$ cat config.mk
export PLATFORM = sky130hd
export DESIGN_NAME = dmem_result_monitor
export DESIGN_NICKNAME = d
export VERILOG_FILES = /design/src/rtl/dmem_mon_pkg.sv /design/src/rtl/byte_lane_decode.sv /design/src/rtl/dmem_result_monitor.sv
export SDC_FILE = /design/constraint.sdc
export NUM_CORES = 1
export LEC_CHECK = 0
export BUFFER_PORTS_ARGS = -buffer_cell sky130_fd_sc_hd__buf_2
export CORE_MARGIN = 2
export CORE_UTILIZATION = 50
export DETAILED_ROUTE_END_ITERATION = 8
export PLACE_DENSITY = 0.74
export SLEW_MARGIN = 20
export SYNTH_ARGS = -nofsm -noshare
export SYNTH_HDL_FRONTEND = slang
export SYNTH_SLANG_ARGS = --single-unit
export TNS_END_PERCENT = 30
$ cat constraint.sdc
create_clock -name CLK -period 9.3 [get_ports CLK]
set_input_delay 0.93 -clock CLK [delete_from_list [all_inputs] [get_ports CLK]]
set_output_delay 0.93 -clock CLK [all_outputs]
set_load 0.05 [all_outputs]
$ cat src/rtl/dmem_mon_pkg.sv
// Shared types and encodings for the data-bus result monitor and its lane decoder.
package dmem_mon_pkg;

    typedef enum logic [1:0] {
        ST_RUN   = 2'd0,
        ST_CHECK = 2'd1,
        ST_DONE  = 2'd2
    } mon_state_t;

    localparam logic [1:0]  SZ_BYTE    = 2'b00;
    localparam logic [1:0]  SZ_HALF    = 2'b01;
    localparam logic [1:0]  SZ_WORD    = 2'b10;

    localparam logic [31:0] DONE_MAGIC = 32'hDEAD_C0DE;

endpackage

$ cat src/rtl/byte_lane_decode.sv
// Byte-enable decoder: access size + address offset -> SRAM lane enables, illegal flag.
// Zero-cycle combinational; no flow control.
module byte_lane_decode
    import dmem_mon_pkg::*;
(
    input  logic       req,
    input  logic [1:0] size,
    input  logic [1:0] offset,
    output logic [3:0] be,
    output logic       illegal
);

    logic [3:0] be_raw;

    always_comb begin
        be_raw = 4'b0000;
        case (size)
            SZ_BYTE: be_raw = 4'b0001 << offset;
            SZ_HALF: if (!offset[0]) be_raw = offset[1] ? 4'b1100 : 4'b0011;
            SZ_WORD: if (offset == 2'b00) be_raw = 4'b1111;
            default: be_raw = 4'b0000;
        endcase
    end

    // Every legal access enables at least one lane, so an empty mask marks it illegal.
    assign be      = req ? be_raw : 4'b0000;
    assign illegal = req && (be_raw == 4'b0000);

endmodule

$ cat src/rtl/dmem_result_monitor.sv
// Shadows result-window writes and checks them against EXP after a done-write or timeout.
// DBE is combinational; verdict appears NUM_SLOTS+1 cycles after the trigger edge; never stalls the bus.
module dmem_result_monitor
    import dmem_mon_pkg::*;
#(
    parameter int          NUM_SLOTS   = 16,
    parameter logic [31:0] RESULT_BASE = 32'h0000_0210,
    parameter logic [31:0] DONE_ADDR   = 32'h0000_03FC,
    parameter int          TIMEOUT_CYC = 9550
) (
    input  logic                             CLK,
    input  logic                             RESET_N,
    input  logic                             DREQ,
    input  logic [31:0]                      DADDR,
    input  logic                             DRW,
    input  logic [1:0]                       DSIZE,
    input  logic [31:0]                      DOUT,
    input  logic [32*NUM_SLOTS-1:0]          EXP,
    output logic [3:0]                       DBE,
    output logic                             DONE,
    output logic                             ALL_PASS,
    output logic [$clog2(NUM_SLOTS+1)-1:0]   PASS_CNT,
    output logic [NUM_SLOTS-1:0]             FAIL_MASK,
    output logic                             MISALIGN_ERR,
    output logic                             TIMEOUT_HIT
);

    localparam int          CNT_W     = $clog2(NUM_SLOTS + 1);
    localparam int          IDX_W     = (NUM_SLOTS > 1) ? $clog2(NUM_SLOTS) : 1;
    localparam int          TMR_W     = $clog2(TIMEOUT_CYC);
    localparam logic [29:0] BASE_WORD = RESULT_BASE[31:2];

    mon_state_t        state;
    logic [TMR_W-1:0]  cyc_cnt;
    logic [IDX_W-1:0]  chk_idx;
    logic [31:0]       shadow [NUM_SLOTS];
    logic [NUM_SLOTS-1:0] written;

    logic [3:0]        be;
    logic              illegal;
    logic [29:0]       word_off;
    logic              in_win;
    logic [IDX_W-1:0]  wr_slot;
    logic              slot_wr;
    logic              done_wr;
    logic              timeout;
    logic              slot_pass;

    byte_lane_decode u_lane_dec (
        .req     (DREQ),
        .size    (DSIZE),
        .offset  (DADDR[1:0]),
        .be      (be),
        .illegal (illegal)
    );

    assign DBE = be;

    assign word_off  = DADDR[31:2] - BASE_WORD;
    assign in_win    = (DADDR[31:2] >= BASE_WORD) && (word_off < 30'(NUM_SLOTS));
    assign wr_slot   = word_off[IDX_W-1:0];
    assign slot_wr   = (state == ST_RUN) && DREQ && DRW && !illegal && in_win;
    assign done_wr   = DREQ && DRW && (DSIZE == SZ_WORD) && (DADDR == DONE_ADDR)
                       && (DOUT == DONE_MAGIC);
    assign timeout   = (cyc_cnt == TMR_W'(TIMEOUT_CYC - 1));
    // An unwritten slot fails even if its expected value happens to be zero.
    assign slot_pass = written[chk_idx] && (shadow[chk_idx] == EXP[32*chk_idx +: 32]);

    always_ff @(posedge CLK or negedge RESET_N) begin
        if (!RESET_N) begin
            for (int i = 0; i < NUM_SLOTS; i++) shadow[i] <= '0;
            written <= '0;
        end else if (slot_wr) begin
            for (int b = 0; b < 4; b++) begin
                if (be[b]) shadow[wr_slot][8*b +: 8] <= DOUT[8*b +: 8];
            end
            written[wr_slot] <= 1'b1;
        end
    end

    always_ff @(posedge CLK or negedge RESET_N) begin
        if (!RESET_N) begin
            state        <= ST_RUN;
            cyc_cnt      <= '0;
            chk_idx      <= '0;
            PASS_CNT     <= '0;
            FAIL_MASK    <= '0;
            DONE         <= 1'b0;
            ALL_PASS     <= 1'b0;
            MISALIGN_ERR <= 1'b0;
            TIMEOUT_HIT  <= 1'b0;
        end else begin
            case (state)
                ST_RUN: begin
                    cyc_cnt <= cyc_cnt + 1'b1;
                    if (illegal) MISALIGN_ERR <= 1'b1;
                    // A done-write in the timeout cycle takes credit for the trigger.
                    if (done_wr || timeout) begin
                        state       <= ST_CHECK;
                        chk_idx     <= '0;
                        TIMEOUT_HIT <= !done_wr;
                    end
                end
                ST_CHECK: begin
                    if (slot_pass) PASS_CNT <= PASS_CNT + 1'b1;
                    else           FAIL_MASK[chk_idx] <= 1'b1;
                    if (chk_idx == IDX_W'(NUM_SLOTS - 1)) state <= ST_DONE;
                    else                                  chk_idx <= chk_idx + 1'b1;
                end
                ST_DONE: begin
                    DONE     <= 1'b1;
                    ALL_PASS <= (PASS_CNT == CNT_W'(NUM_SLOTS));
                end
                default: state <= ST_RUN;
            endcase
        end
    end

endmodule

==> results.txt, run 1 <==
The flow ran to the end, and the final reports show no timing, DRC or antenna violations. The worst max-slew margin expressed relative to the limit is 0.1573. The clock-pin transition on the worst setup and hold timing paths is 0.06 ns. Across the run, the number of max-cap violations was 0. The root buffer selected by CTS is sky130_fd_sc_hd__clkbuf_16. The total number of yosys warnings came out at 0. Across all register-to-register paths, the minimum setup slack is 4.00 ns. The number of max-slew violations in the final report is 0. The setup violation total in the final timing report was 0; the total of cells resized after clock tree synthesis was 0. After detailed routing, the average wire length per cell comes to 30.77 µm. The first global-routing pass estimated 151700 µm of wire. Die boundary width: 249.4 µm. The final period demand of the worst path works out to 5.299 ns. Setup repair after global routing left no endpoint under its margin. The slew of the pin with the lowest slew margin is 1.259 ns, and the worst endpoint required time is 9.79 ns. The fraction of final layout cells sized beyond drive strength 1 came out at 0.5947. The kind of cell adding the most delay to the critical path was simple AND/OR/NAND/NOR gates. The die is 249.4 µm tall.

The average instance in the mapped netlist occupies 15.18 µm². Most prevalent standard cell on the critical path: sky130_fd_sc_hd__buf_4. Detailed placement finished with a half-perimeter wire length of 74550 µm.

The largest incremental delay on the critical path works out to 0.89 ns. The switching share of power was 0.2256; the number of DRC markers after the initial detailed-route iteration was 2147. The total power density per cell area is 145.3 nW/µm², and the portion of the clock cycle consumed by the worst path in the final layout is 0.5698. Based on the critical path, the design can be clocked at up to 188.7 MHz. The sequential area share after synthesis is 0.4762. The cell area that synthesis handed to floorplanning was 30110 µm². The worst setup path is launched from a register. Worst min-delay path class: input pin to async pin. The design draws 5.191 mW. Internal power comes to 4.020 mW. Among all flip-flop cells after synthesis, the most frequent one is sky130_fd_sc_hd__dfrtp_1. In the synthesized netlist, the number of instances is 1983. In this run the standard cell core region covers 59240 µm². The initial core utilization is 0.5082, and the global placement routability congestion is 1.014.

The clock tree synthesis step divided the H-tree into 2 levels. The total routing resource utilization after global routing came out at 0.3332. In this run the worst path has a maximum fanout of 35. The tools report the total nets after synthesis as 2573.

For the post-CTS setup repair buffer count, the log shows 0. The first TritonRoute pass finished after 8 iterations. No sink is reached through more buffers than the 3 on the longest clock path. The finished layout holds 3377 standard cells, fillers aside. Across the VDD grid, the largest voltage drop is 0.0001419 V.

The number of hold violations in the final report was 0; the count of fill cells added during filler insertion was 4494. Hold repair after CTS inserted 0 buffers. The top cell types in the final layout, fill and taps aside, are sky130_fd_sc_hd__buf_2 (609), sky130_fd_sc_hd__dfrtp_1 (569), sky130_fd_sc_hd__mux2_2 (512). For this run the aggregate overflow at the end of global routing stands at 0. At the end of the flow, the number of nets in the layout was 3133. The sort of element at the end of the critical path is a register. The critical path class was register to register. For this run, design rule violations remaining after detail routing come to 0. Once detail routing completed, the nets flagged for antenna violations numbered 0. The total leakage power is 17.44 nW. The tools report the worst reg2reg path startpoint as chk_idx[3].

Among all stages on the critical path, the largest delay is contributed by sky130_fd_sc_hd__nor4_2. The run gives 0.02183 ns as the clock skew after layout. The total negative slack came out at 0 ns. The net switching component of the power was 1.171 mW; the area fraction of the dominant cell type after synthesis was 0.4762. In this run the count of I/O pins placed on the die edge is 611.

The library cell used most frequently in the layout, excluding fill and tap cells, is sky130_fd_sc_hd__buf_2. The tools report the worst hold margin as 0.3831 ns. Port buffering added 610 buffers. The logs give 0.452 for the part of the power in the clock network and 0.63 ns for the clock latency on the worst-skew pair.

The die area is 62190 µm². The power share of the combinational group is 0.068, and the data arrival at the endpoint of the critical path is 5.79 ns. The routed design has 103900 µm of wire. After detailed placement, the design holds a cell count of 3254. The logs give 22949 for the via count of the first global-routing pass and 19 for the number of antenna violations at the first check in global routing. The worst register-to-register path ends at PASS_CNT[1].

For the worst flop-to-flop path, the logic depth is 10. Row count: 89. Traced cell by cell, the critical path runs through buf_4, nor2b_4, buf_4, a22oi_1, nand2_1, xor2_1, nor4_2, nand4_1, or4_4, mux2_4.

Counting both buffers and inverters, the worst setup path holds a total of 2. The total vias in the final route is 21536, and the number of synthesized register bits is 573. By area the synthesized netlist is led by sky130_fd_sc_hd__dfrtp_1 (48%), sky130_fd_sc_hd__mux4_2 (21%), sky130_fd_sc_hd__mux2_2 (19%). The relative area change from synthesis to final layout is 18.68%.

Of all cell types, the one taking the most synthesized area is sky130_fd_sc_hd__dfrtp_1. TritonCTS built the clock tree. The register share of total power was 0.480; the share of flip-flops with an asynchronous set or reset was 1.000. The clock buffer count from CTS is 59.

Counting distinct cell types in the post-synthesis netlist gives 55. The clock net in this run drives a total of 573 sinks. The maximum number of pins on one net before global-route repair was 174. The synthesized design contains 0 enable-type register cells. The via density per instance is 6.377.
power by group through the flow:
| stage | clock [mW] | combinational (mW) | sequential (mW) |
|---|---|---|---|
| 5_1_grt | 2.48 | 0.376 | 2.49 |
| 3_5_place_dp | 0 | 0.348 | 2.54 |
| 3_3_place_gp | 0 | 0.342 | 2.54 |
| 2_1_floorplan | 0 | 0.0976 | 2.54 |
| 6_report | 2.34 | 0.353 | 2.49 |
| 4_1_cts | 2.37 | 0.350 | 2.49 |
how the worst max path moves through the flow:
stage | endpoint | slack (ns) | cells after the start | start
after detailed placement | PASS_CNT[1] | 4.17 | 9 | chk_idx[0]
after global placement | PASS_CNT[1] | 4.17 | 9 | chk_idx[0]
after CTS | PASS_CNT[1] | 4.14 | 9 | chk_idx[0]
after floorplan | shadow[136] | 5.15 | 8 | DADDR[0]
after global routing | PASS_CNT[1] | 3.83 | 9 | chk_idx[0]
final | PASS_CNT[1] | 4.00 | 10 | chk_idx[3]
stage by stage:
stage | util | instance area (µm²) | worst slack (ns)
floorplan | - | 30110 | 5.151
global placement | 0.5691 | 33710 | 4.169
detailed placement | 0.5692 | 33720 | 4.167
CTS | 0.6016 | 35640 | 4.142
global route | 0.6029 | 35720 | 3.834
finish | 0.6032 | 35730 | 4.001
cell usage after synthesis (10+ instances only):
library cell,count
sky130_fd_sc_hd__a21o_1,12
sky130_fd_sc_hd__a221oi_1,12
sky130_fd_sc_hd__a22o_1,14
sky130_fd_sc_hd__a22oi_1,70
sky130_fd_sc_hd__buf_1,14
sky130_fd_sc_hd__buf_2,16
sky130_fd_sc_hd__buf_6,14
sky130_fd_sc_hd__clkbuf_1,80
sky130_fd_sc_hd__dfrtp_1,573
sky130_fd_sc_hd__inv_1,10
sky130_fd_sc_hd__mux2_2,512
sky130_fd_sc_hd__mux4_2,277
sky130_fd_sc_hd__nand2_1,69
sky130_fd_sc_hd__nand3_1,25
sky130_fd_sc_hd__nand4_1,12
sky130_fd_sc_hd__nor2_1,78
sky130_fd_sc_hd__nor4_1,16
sky130_fd_sc_hd__o21bai_1,15
sky130_fd_sc_hd__xnor2_1,16
sky130_fd_sc_hd__xor2_1,34
cells by family after synthesis:
logic type                 count (synthesis)  share of synthesized area
AOI/OAI and AO/OA                        153                    0.03848
adders and majority gates                  8                   0.003325
muxes                                    791                     0.3995
buffers and inverters                    145                    0.02427
DFF                                      573                     0.4762
and+or+nand+nor                          263                    0.04359
xor gates and xnor gates                  50                    0.01455
area by class of cell:
type                    instances  area (µm²)  share of cell area
diodes                         16       40.04            0.001120
clock buffers                 101        1867             0.05224
clock inverters                 5       50.05            0.001401
inverters                      10       37.54            0.001050
multi-input cells            1265       15090              0.4224
flip-flops and latches        573       14350              0.4016
well taps                     773       967.2             0.02707
repair buffers                634        3329             0.09318
flip-flops by register name, summed over array words and instances (netlist names):
signal,count
written,16
MISALIGN_ERR,1
state,2
cyc_cnt,14
chk_idx,4
FAIL_MASK,16
PASS_CNT,5
DONE,1
ALL_PASS,1
shadow,512
TIMEOUT_HIT,1
metal layers:
| metal | vias up | GRT usage | part of all wire |
|---|---|---|---|
| li1 | 8842 | - | - |
| met2 | 1152 | 0.5554 | 0.49 |
| met1 | 11308 | 0.4029 | 0.37 |
| met3 | 230 | 0.08125 | 0.084 |
| met5 | - | 0 | 0.00029 |
| met4 | 4 | 0.1764 | 0.056 |
No activity file was read; power rests on OpenSTA's default activity.
==> run 2: changes to the inputs <==
--- a/config.mk
+++ b/config.mk
@@ -9,7 +9,7 @@
 export CORE_MARGIN = 2
 export CORE_UTILIZATION = 50
 export DETAILED_ROUTE_END_ITERATION = 8
-export PLACE_DENSITY = 0.74
+export PLACE_DENSITY = 0.77
 export SLEW_MARGIN = 20
 export SYNTH_ARGS = -nofsm -noshare
 export SYNTH_HDL_FRONTEND = slang
==> constraint.sdc (replaced) <==
create_clock -name CLK -period 4.8 [get_ports CLK]
set_input_delay 0.48 -clock CLK [delete_from_list [all_inputs] [get_ports CLK]]
set_output_delay 0.48 -clock CLK [all_outputs]
set_load 0.05 [all_outputs]
==> run 2 against run 1 <==
  * Design area grew 2.4%
  * Fmax rose by 17%
  * Worst setup slack lost 3.7 ns
  * Total power rose by 98%
  * Clock power up 100%
  * Global-route usage increased by 0.25 points
  * Register-to-register slack worse by 3.7 ns
  * First-iteration DRC count is 0.28% lower
  * Critical endpoint unchanged
==> results.txt, run 2 (synthesis results as in run 1) <==
The tools report the final standard cell utilization of the core as 0.6179 (was 0.6032). The peak clock frequency supported by timing is 220.5 MHz (was 188.7 MHz), and the DRC violation count after routing is 0 (unchanged). The destination of the critical timing path was PASS_CNT[1] (unchanged). Setup repair after global routing left no endpoint under its margin. The run gives 59240 µm² (unchanged) as the core box area. The number of antenna violations at the first check in global routing came out at 14 (was 19). The worst endpoint required time is 5.31 ns (was 9.79 ns), and the height of the die is 249.4 µm (unchanged).

The clock net sink count was 573 (unchanged). The clock buffer count from CTS came out at 58 (was 59). TritonCTS built the clock tree. The logs give 77230 µm (was 74550 µm) for the total half-perimeter wirelength after legalization and detailed placement and 3 (unchanged) for the maximum buffer depth of the clock tree.

The slew of the pin with the lowest slew margin came out at 0.9756 ns (was 1.259 ns). The number of levels in the clock H-tree is 2 (unchanged). Leading registers by flop count: shadow: 512 flops, FAIL_MASK: 16 flops, written: 16 flops (unchanged). The data arrival at the endpoint of the critical path was 5.04 ns (was 5.79 ns); the number of DRC markers after the initial detailed-route iteration was 2141 (was 2147). The largest register by flop count is shadow (unchanged). The run gives 0 ns (unchanged) as the total negative slack.

Post-CTS setup repair buffer count: 0 (unchanged). The number of hold violations in the final report was 0 (unchanged). The reg2reg setup slack was 0.27 ns (was 4.00 ns); the number of input and output port buffers inserted was 610 (unchanged). The tools report the final worst-path setup slack as 0.2654 ns (was 4.001 ns).

The critical path class was register to register (unchanged). Area of placed instances: 34580 µm² (was 33720 µm²). The worst min-delay path class is input pin to register (was input pin to async pin). The average routed wire per standard cell was 30.14 µm (was 30.77 µm); the die area was 62190 µm² (unchanged). For the cell count after placement, the log shows 3353 (was 3254). The post-route non-filler standard cell count was 3467 (was 3377); the fraction of final layout cells sized beyond drive strength 1 was 0.6068 (was 0.5947). The initial core utilization is 0.5082 (unchanged). The run gives 0.62 ns (was 0.63 ns) as the clock latency on the worst-skew pair. The tools report the global-route wire length before repair as 154200 µm (was 151700 µm). The row count came out at 89 (unchanged). The tools report the total vias in the final route as 22099 (was 21536).

The number of max-slew violations in the final report is 0 (unchanged), and the total of cells resized after clock tree synthesis is 0 (unchanged). The count of cells along the worst register-to-register path works out to 9 (was 10). The tools report the final net count as 3231 (was 3133). The tools report the max-capacitance violation count as 0 (unchanged). The flow ran to the end, and the final reports show no timing, DRC or antenna violations. The via density per instance works out to 6.374 (was 6.377).

The clock skew after layout was 0.02688 ns (was 0.02183 ns); the final period demand of the worst path was 4.535 ns (was 5.299 ns). The cts-stage hold buffer count came out at 1 (was 0). The number of flip-flops in the largest register is 512 (unchanged). The tools report the start point of the critical path as chk_idx[0] (was chk_idx[3]). The I/O pin count came out at 611 (unchanged). The endpoint of the lowest-slack register-to-register path is PASS_CNT[1] (unchanged). The root buffer selected by CTS was sky130_fd_sc_hd__clkbuf_16 (unchanged). The overall routed net length came out at 104500 µm (was 103900 µm).

The total power density per cell area was 280.9 nW/µm² (was 145.3 nW/µm²); the worst setup slack after placement was 0.4076 ns (was 4.167 ns). The count of fill cells added during filler insertion is 4428 (was 4494), and the portion of the clock cycle consumed by the worst path in the final layout is 0.9447 (was 0.5698). Most common cell after layout, fill and taps aside: sky130_fd_sc_hd__buf_2 (unchanged).

Worst reg2reg path startpoint: chk_idx[0] (was chk_idx[3]). The tools report the sort of element at the end of the critical path as a register (unchanged). The clock-pin transition on the worst setup and hold timing paths was 0.06 ns (about the same); the maximum number of pins on one net before global-route repair was 117 (was 174).

Relative area change from synthesis to final layout: 21.57% (was 18.68%). For the via count of the first global-routing pass, the log shows 23892 (was 22949). The residual overflow from global routing was 0 (unchanged); the global placement routability congestion was 0.9444 (was 1.014). The post-detailed-route count of antenna-violating nets came out at 0 (unchanged). The number of detailed-routing iterations run before antenna repair came out at 5 (was 8). The maximum VDD drop was 0.0002882 V (was 0.0001419 V); the total routing resource utilization after global routing was 0.3357 (was 0.3332).

The final standard cell area without fillers is 36600 µm² (was 35730 µm²), and the largest fanout on the critical path is 13 (was 35). Most frequent cells in the layout: sky130_fd_sc_hd__buf_2 (609), sky130_fd_sc_hd__dfrtp_1 (569), sky130_fd_sc_hd__mux2_2 (512) (unchanged). For the setup violation total in the final timing report, the log shows 0 (unchanged). The logs give 0.3479 (was 0.1573) for the worst max-slew margin expressed relative to the limit and 18.02 nW (was 17.44 nW) for the total leakage power. Die boundary width: 249.4 µm (unchanged). The critical path launch point type is a register (unchanged).
==> run 2: metrics by stage <==
| step | power [mW] | hold slack (ns) |
|---|---|---|
| 6_report | 10.28 | 0.2681 |
| 5_1_grt | 10.57 | 0.2672 |
| 4_1_cts | 10.33 | 0.2510 |
| 3_5_place_dp | 5.594 | 0.4452 |
| 3_3_place_gp | 5.580 | 0.4317 |
| 2_1_floorplan | 5.109 | 0.1844 |
==> run 2: worst max-delay path, stage by stage (launching register included) <==
cell	delay, ns
sky130_fd_sc_hd__dfrtp_4	0.62
sky130_fd_sc_hd__buf_4	0.32
sky130_fd_sc_hd__mux4_2	0.54
sky130_fd_sc_hd__a22o_1	0.26
sky130_fd_sc_hd__a221oi_1	0.58
sky130_fd_sc_hd__xor2_1	0.33
sky130_fd_sc_hd__nor4_1	0.31
sky130_fd_sc_hd__nand4_1	0.44
sky130_fd_sc_hd__or4_4	0.69
sky130_fd_sc_hd__mux2_4	0.31
==> run 2: area by class of cell <==
cell class | instances | area [µm²] | area share
sequential | 573 | 14350 | 0.3920
antenna | 6 | 15.01 | 0.0004102
inverter | 10 | 37.54 | 0.001026
timing repair buffer | 733 | 4164 | 0.1138
multi-input combinational | 1265 | 15070 | 0.4117
tap | 773 | 967.2 | 0.02642
clock buffer | 91 | 1737 | 0.04745
clock inverter | 16 | 265.3 | 0.007247
==> run 2: where the power goes <==
part,switching (mW),internal (mW)
logic,0.384,0.296
registers,0.000000000180,4.83
clock network,1.93,2.85
total,2.31,7.97
==> run 2: how the worst min path moves through the flow <==
stage,depth (start not counted),from,slack [ns],endpoint
2_1_floorplan,0,RESET_N,0.18,ALL_PASS
3_5_place_dp,1,written[10],0.45,written[10]
6_report,2,DADDR[5],0.27,written[11]
5_1_grt,2,DADDR[5],0.27,written[11]
3_3_place_gp,1,written[1],0.43,written[1]
4_1_cts,2,DADDR[5],0.25,written[11]
==> run 2: routing by layer <==
metal  part of all wire  vias up  GRT usage
met5            0.00063        -          0
met4              0.047       10     0.1475
met3              0.086      258    0.07322
met2               0.50     1262     0.5666
met1               0.37    11539     0.4182
li1                   -     9030          -
